===== config.mk =====
export PLATFORM = sky130hd
export DESIGN_NAME = exec_trace_buffer
export DESIGN_NICKNAME = d
export VERILOG_FILES = /design/src/rtl/exec_trace_buffer.sv
export SDC_FILE = /design/constraint.sdc
export NUM_CORES = 1
export LEC_CHECK = 0
export BUFFER_PORTS_ARGS = -buffer_cell sky130_fd_sc_hd__buf_2
export CORE_ASPECT_RATIO = 0.75
export CORE_MARGIN = 8
export CORE_UTILIZATION = 31
export CTS_CLUSTER_DIAMETER = 30
export CTS_CLUSTER_SIZE = 25
export DETAILED_ROUTE_END_ITERATION = 16
export HOLD_SLACK_MARGIN = 0.06
export PLACE_DENSITY_LB_ADDON = 0.3
export SKIP_LAST_GASP = 1
export SLEW_MARGIN = 0
export SYNTH_ARGS = -nofsm -noshare
export SYNTH_HDL_FRONTEND = slang
export SYNTH_SLANG_ARGS = --single-unit
export TNS_END_PERCENT = 30

===== constraint.sdc =====
create_clock -name clk -period 38.2 [get_ports clk]
set_input_delay 3.82 -clock clk [delete_from_list [all_inputs] [get_ports clk]]
set_output_delay 3.82 -clock clk [all_outputs]
set_load 0.02 [all_outputs]

===== src/rtl/exec_trace_buffer.sv =====
// Captures retired-instruction records from the core into a FWFT FIFO under trigger/length control.
// Latency: a record accepted at a rising edge is visible on out_* right after that edge.
// Backpressure: out_ready stalls draining; a push into a full FIFO without a same-cycle pop is dropped and counted.
module exec_trace_buffer #(
  parameter int DEPTH = 16,
  parameter int AW    = $clog2(DEPTH)
) (
  input  logic          clk,
  input  logic          reset,
  input  logic          in_valid,
  input  logic [31:0]   pc_in,
  input  logic [31:0]   instr_in,
  input  logic [31:0]   alu_in,
  input  logic [3:0]    flags_in,
  input  logic [2:0]    ctrl_in,
  input  logic          arm,
  input  logic          stop,
  input  logic          trig_en,
  input  logic [31:0]   trig_pc,
  input  logic [15:0]   cap_len,
  output logic          out_valid,
  input  logic          out_ready,
  output logic [31:0]   out_pc,
  output logic [31:0]   out_instr,
  output logic [31:0]   out_alu,
  output logic [6:0]    out_flags,
  output logic [1:0]    state_out,
  output logic [AW:0]   fill,
  output logic          overflow,
  output logic [15:0]   drop_cnt
);

  typedef enum logic [1:0] {
    ST_IDLE    = 2'd0,
    ST_ARMED   = 2'd1,
    ST_CAPTURE = 2'd2,
    ST_DONE    = 2'd3
  } state_t;

  localparam logic [AW:0] FULL_CNT = (AW+1)'(DEPTH);

  state_t        state, state_nxt;
  logic [15:0]   cap_cnt, cap_cnt_nxt;
  logic          push_req;
  logic          push_ok;
  logic          push_drop;
  logic          pop;
  logic [AW-1:0] wr_ptr, rd_ptr;

  logic [31:0]   mem_pc    [DEPTH];
  logic [31:0]   mem_instr [DEPTH];
  logic [31:0]   mem_alu   [DEPTH];
  logic [6:0]    mem_flags [DEPTH];

  // Next-state and capture decision; arm overrides stop and restarts the session.
  always_comb begin
    state_nxt   = state;
    cap_cnt_nxt = cap_cnt;
    push_req    = 1'b0;
    if (arm) begin
      state_nxt   = ST_ARMED;
      cap_cnt_nxt = 16'd0;
    end else begin
      case (state)
        ST_ARMED: begin
          if (stop) begin
            state_nxt = ST_DONE;
          end else if (in_valid && (!trig_en || pc_in == trig_pc)) begin
            // The triggering cycle is captured as the first record.
            push_req    = 1'b1;
            cap_cnt_nxt = 16'd1;
            state_nxt   = (cap_len == 16'd1) ? ST_DONE : ST_CAPTURE;
          end
        end
        ST_CAPTURE: begin
          if (stop) begin
            state_nxt = ST_DONE;
          end else if (in_valid) begin
            push_req    = 1'b1;
            cap_cnt_nxt = cap_cnt + 16'd1;
            if (cap_len != 16'd0 && cap_cnt_nxt == cap_len) begin
              state_nxt = ST_DONE;
            end
          end
        end
        default: begin
          state_nxt = state;
        end
      endcase
    end
  end

  // A full FIFO still accepts a push when the head leaves in the same cycle.
  always_comb begin
    pop       = out_valid && out_ready;
    push_ok   = push_req && !reset && (fill != FULL_CNT || pop);
    push_drop = push_req && !push_ok;
  end

  // Control state, pointers, occupancy and drop accounting.
  always_ff @(posedge clk) begin
    if (reset) begin
      state    <= ST_IDLE;
      cap_cnt  <= 16'd0;
      wr_ptr   <= '0;
      rd_ptr   <= '0;
      fill     <= '0;
      overflow <= 1'b0;
      drop_cnt <= 16'd0;
    end else begin
      state   <= state_nxt;
      cap_cnt <= cap_cnt_nxt;
      if (push_ok) wr_ptr <= wr_ptr + 1'b1;
      if (pop)     rd_ptr <= rd_ptr + 1'b1;
      case ({push_ok, pop})
        2'b10:   fill <= fill + 1'b1;
        2'b01:   fill <= fill - 1'b1;
        default: fill <= fill;
      endcase
      if (arm) begin
        overflow <= 1'b0;
        drop_cnt <= 16'd0;
      end else if (push_drop) begin
        overflow <= 1'b1;
        if (drop_cnt != 16'hFFFF) drop_cnt <= drop_cnt + 16'd1;
      end
    end
  end

  // Record storage; contents are not cleared, occupancy alone defines validity.
  always_ff @(posedge clk) begin
    if (push_ok) begin
      mem_pc[wr_ptr]    <= pc_in;
      mem_instr[wr_ptr] <= instr_in;
      mem_alu[wr_ptr]   <= alu_in;
      mem_flags[wr_ptr] <= {flags_in, ctrl_in};
    end
  end

  // Head record falls through combinationally from storage.
  always_comb begin
    out_valid = (fill != '0);
    out_pc    = mem_pc[rd_ptr];
    out_instr = mem_instr[rd_ptr];
    out_alu   = mem_alu[rd_ptr];
    out_flags = mem_flags[rd_ptr];
    state_out = state;
  end

endmodule


* Word level (Yosys, flattened, before mapping)
Memory sizes are Yosys's and may differ from the RTL's. A register that Yosys moved wholly into a read port is not among the register bits. Index checks and enable logic that the tools add are counted.
Storage, ports and cells: flip-flop bits (word level) 48, latch bits 0, RAM bits 1648, memory bits (read-only) 0, bits of input ports 158, output and inout bits 128, word-level logic and storage cells 88, memories 4
Cells by class: add/sub/neg operators 6, $mul 0, div/mod/pow operators 0, $lt $le $gt $ge 0, eq/ne operators 19, shifts and indexed selects 0, muxes and demuxes 30, bitwise logic cells 0, reduce and logical (&&, ||, !) cells 21
Memory list:
- mem_alu | depth 16, bits a word 32, read ports 1, clocked after Yosys merged registers in 1, write ports 1, RTL line 52 | logic [31:0] mem_alu [DEPTH];
- mem_instr | depth 16, bits a word 32, read ports 1, clocked after Yosys merged registers in 1, write ports 1, RTL line 51 | logic [31:0] mem_instr [DEPTH];
- mem_pc | depth 16, bits a word 32, read ports 1, clocked after Yosys merged registers in 1, write ports 1, RTL line 50 | logic [31:0] mem_pc [DEPTH];
- mem_flags | depth 16, bits a word 7, read ports 1, clocked after Yosys merged registers in 1, write ports 1, RTL line 53 | logic [6:0] mem_flags [DEPTH];
Operator list (number):
- $mux 16 | 4
- $add 16x1->16 const B | 2
- $eq 32x32->1 | 1
- $mux 4 | 8
- $pmux 16 s2 | 1
- $eq 16x1->1 const B | 1
- $eq 16x16->1 | 1
- $ne 16x16->1 const B | 1
- $reduce_bool 16->1 | 1
- $ne 4x4->1 const B | 3
- $mux 2 | 5
- $pmux 5 s2 | 1
- $mux 1 | 9
- $ne 3x3->1 const B | 3
- $add 4x1->4 const B | 2
- $ne 2x2->1 const B | 4
- $reduce_and 4->1 | 2
- $logic_and 1x1->1 | 6
- $add 5x1->5 const B | 1
- $ne 5x5->1 const B | 1
- $reduce_and 5->1 | 1
- $reduce_bool 5->1 | 1
- $sub 5x1->5 const B | 1
- $eq 2x1->1 const B | 2
- other kinds (9) | 14

* Logic depth before layout (Yosys ltp)
word-level depth 12, mapped depth 13, mapped depth without buffers 13

* Worst setup path before layout
No wires, ideal clock.
kind in2reg, start point input trig_pc[29], end point memory mem_alu[0][0] (enable), setup time 817 ps, arrival 14778 ps, required time 37383 ps, slack 22604 ps, stages 6, buffers on the path 0, cell sequence xor2_1 nor4_2 nand4_2 o31ai_4 nand2_1 nor4_1
Between the ends: word-level cells in the longest chain between the ends 11
RTL lines:
- from (decl) | RTL line 19 | input logic [31:0] trig_pc,
- $eq 32x32->1 | RTL line 68 | end else if (in_valid && (!trig_en || pc_in == trig_pc)) begin
- $logic_or 1x1->1 | RTL line 68
- $logic_and 1x1->1 | RTL line 68
- $mux 1 | RTL line 68
- $mux 1 | RTL line 66 | if (stop) begin
- $pmux 1 s2 | RTL line 64 | case (state)
- $mux 1 | RTL line 60 | if (arm) begin
- $logic_and 1x1->1 (2 in series) | RTL line 96 | push_ok = push_req && !reset && (fill != FULL_CNT || pop);
- $mux 1 | RTL line 132 | if (push_ok) begin
- $mux 1 (implied by the code) | RTL line 135 | mem_alu[wr_ptr] <= alu_in;
- to (decl) | RTL line 52
No other way between the ends.

==> metrics.log <==
INFO  metric result_of_the_run = finished, final reports clean
INFO  metric timing.setup.tns = 0 ns
INFO  metric place_inst = between 5,000 and 6,000
INFO  metric maxCapViolations = 0
INFO  metric drive_gt1_frac = 0.401
INFO  metric critical_path_required = 34.38 ns
INFO  metric fin_total_pwr = around 5.7 mW
INFO  metric grt_overflow = 0
INFO  metric timing.max_slew.rel_slack = 0.204
INFO  metric mappedNetlistArea = approximately 65,000 sq um
INFO  metric report.final.hold_viol_count = 0
INFO  metric least_margin_pin_slew = around 1.2 ns
INFO  metric core = between 200,000 and 250,000 sq um
INFO  metric global_route.usage.total = 0.146
INFO  metric netSwitchingFraction = 0.238
INFO  metric placer_s_final_routability_congestion_estimate = 0.752
INFO  metric portBuffers = between 200 and 300
INFO  metric path_class = flip-flop to output pin
INFO  metric rsz0062_at_grt = false
INFO  metric design.final.nets = 3,459
INFO  metric initial_util = 0.311
INFO  metric placement.setup.worst_slack = around 28 ns
INFO  metric std_cell_rows = approximately 150
INFO  metric clock_path_buffers = 4
INFO  metric final_critical_path_setup_slack = 28.05 ns
INFO  metric area_growth = 24.9%
INFO  metric static-leakage-power = around 26 nW
INFO  metric cellInternalPower = 4.38 mW
INFO  metric syn-mean-instance-area = 23.7 sq um
INFO  metric hold_path.class = flip-flop to flip-flop
INFO  metric netSwitchingPower = about 1.4 mW
INFO  metric pin_count_of_the_biggest_net_entering_global_routing = between 100 and 150
INFO  metric global_route_wire_length_before_repair = approximately 240 mm
INFO  metric critPathArrivalTime = around 6.3 ns
INFO  metric layout_worst_path_cycle_share = 0.266
INFO  metric drt_iter0_markers = between 2,000 and 3,000
INFO  metric post_synth_num_cell_types = 64
INFO  metric power.share.sequential = 0.361
INFO  metric wl = approximately 170 mm
INFO  metric finalSetupViolations = 0
INFO  metric cts_hold_buffers = 0
INFO  metric yosysWarnings = 0
INFO  metric synth-edff-count = 1,648
INFO  metric vdd.ir_drop.worst = 47.7 uV
INFO  metric path_clk_slew = roughly 0.050 ns
INFO  metric layoutNonFillerInstCount = roughly 6,400
INFO  metric via_count_of_the_first_global_routing_pass = between 30,000 and 40,000
INFO  metric finClkSkew = 0.0814 ns
INFO  metric mappedNetlistNets = a little under 3,000
INFO  metric finalWorstPathRequiredPeriod = roughly 10 ns
INFO  metric postSynthCellCount = roughly 2,800
INFO  metric dp_hpwl = between 90 and 100 mm
INFO  metric grt_antenna_before_repair = approximately 40
INFO  metric vias_per_cell = 4.95
INFO  metric tritoncts_sinks = around 1,700
INFO  metric boundaryPins = ~290
INFO  metric max_freq = about 0.098 GHz
INFO  metric antenna_violating_nets_post_route = 0
INFO  metric async_flop_share = 0
INFO  metric powerDensity = about 70 nW/um^2
INFO  metric worstSetupEndpointType = output pin
INFO  metric ys_seq_area_frac = 0.773
INFO  metric die_area = roughly 230,000 sq um
INFO  metric die_width = roughly 550 um
INFO  metric ys_seq_elements = roughly 1,700
INFO  metric chipHeight = between 400 and 500 um
INFO  metric cts_setup_buffers = 0
INFO  metric first_pass_iters = 7
INFO  metric cts_inserted_buffers = about 320
INFO  metric final-max-slew-violation-count = 0
INFO  metric total_number_of_vias = around 32,000
INFO  metric clock_tree.root_cell = clkbuf_16
INFO  metric clock_insertion_delay_worst_skew = approximately 0.84 ns
INFO  metric startpoint_type = flip-flop
INFO  metric wl_per_cell = about 26 um
INFO  metric cts_max_level = 5
INFO  metric combinationalPowerShare = 0.134
INFO  metric tritoncts = done
INFO  metric clock_power_share = 0.505
INFO  metric worst-path-max-fanout = 66
INFO  metric postCtsResizedCells = 0
INFO  metric drcViolationCount = 0
INFO  metric synthFlopType = edfxtp_1
==> cell usage in the layout (no fill, tap or decap), types with 37 or more instances in the layout <==
cell and instances:
clkinvlp_4 37, edfxtp_1 1648, buf_4 57, nor2_1 39, dfxtp_1 48, clkinv_1 42
mux4_2 515, buf_2 285, clkinv_2 46, xor2_1 39, bufinv_16 53, clkbuf_16 326
==> layer usage <==
| layer | up-vias | part of all wire | global-route usage | wire length (um) |
|---|---|---|---|---|
| met1 | 17000 | 0.45 | 0.211 | 76000 |
| met2 | 1065 | 0.46 | 0.225 | 77400 |
| met4 | 14 | 0.021 | 0.0359 | 3540 |
| met3 | 298 | 0.068 | 0.0319 | 11400 |
| li1 | 13100 | - | - | - |
| met5 | - | 0.00056 | 0 | 94 |
==> registers in the layout (all words and copies together) (netlist names), named ones only <==
register	count
mem_alu	512
mem_instr	512
mem_pc	512
mem_flags	112
cap_cnt	16
drop_cnt	16
fill	5
rd_ptr	4
wr_ptr	4
state_out	2
overflow	1
==> layout make-up <==
type,instances,area [sq um]
clock buffers,347,8270
diodes,13,32.5
fillers,18700,129000
inverters,20,75.1
well taps,2812,3520
flip-flops and latches,1700,50500
multi-input cells,901,14300
clock inverters,234,2980
repair buffers,346,1930
==> cell families (layout without fill, tap and decap cells) <==
family / after synthesis / count (layout) / synth area share
adders and majority gates: 11 / 11 / 0.00222
DFF: 1700 / 1700 / 0.773
AOI/OAI and AO/OA: 108 / 108 / 0.0108
other: 0 / 13 / 0
and+or+nand+nor: 200 / 200 / 0.0172
muxes: 524 / 524 / 0.179
buffers and inverters: 161 / 947 / 0.00944
xor gates and xnor gates: 58 / 58 / 0.00778
==> metrics by stage <==
step | cell area (sq um) | utilization | hold WS (ns)
after floorplan | 65300 | - | 0.468
after global placement | 70300 | 0.335 | 0.483
after detailed placement | 70300 | 0.335 | 0.494
after global routing | 81600 | 0.388 | 0.525
final | 81600 | 0.388 | 0.502
after CTS | 81600 | 0.388 | 0.502
==> cell usage after synthesis, types with 5 or more instances <==
cell type	instances	area [sq um]
edfxtp_1	1648	49500
mux4_2	515	11600
clkbuf_1	99	372
dfxtp_1	52	1040
nor2_1	43	161
xor2_1	39	342
buf_1	37	139
nand2_1	33	124
a21oi_1	31	155
o21ai_0	24	120
inv_1	20	75.1
xnor2_1	19	166
nand3_1	16	80.1
nor4_1	16	100
nand4_1	15	93.8
o31ai_1	14	105
or4_1	12	90.1
ha_1	10	125
nor3_1	10	50.1
nor2b_1	8	50.1
a31oi_1	7	43.8
and2_1	6	37.5
nand2b_1	6	37.5
and3_1	5	31.3
mux2_2	5	56.3
or3_1	5	31.3
==> worst max-delay path: stages (launching register included) <==
cell and delay, ns:
dfxtp_4 0.81, buf_4 0.89, buf_4 0.78, buf_4 0.84, buf_4 0.85, mux4_2 0.42, mux4_2 0.55, buf_2 0.19
==> path summary, 6_finish.rpt <==
path	start	end	slack [ns]	depth (start not counted)
max	flip-flop	out_alu[16]	28.05	7
min	wr_ptr[1]$_SDFFE_PP0P_	wr_ptr[1]$_SDFFE_PP0P_	0.50	2
max reg2reg	state_out[0]$_SDFFE_PP0P_	mem_alu[12][10]$_DFFE_PP_	33.28	11
min reg2reg	wr_ptr[1]$_SDFFE_PP0P_	wr_ptr[1]$_SDFFE_PP0P_	0.50	2
==> power by group through the flow <==
stage                     clock network (mW)  registers (mW)  logic, mW
after detailed placement                   0            2.11      0.795
after CTS                               2.96            2.08      0.798
final                                   2.90            2.07      0.770
after global placement                     0            2.11      0.789
after floorplan                            0            2.09      0.581
after global routing                    3.04            2.08      0.831
Power figures use the tool's default switching activity.
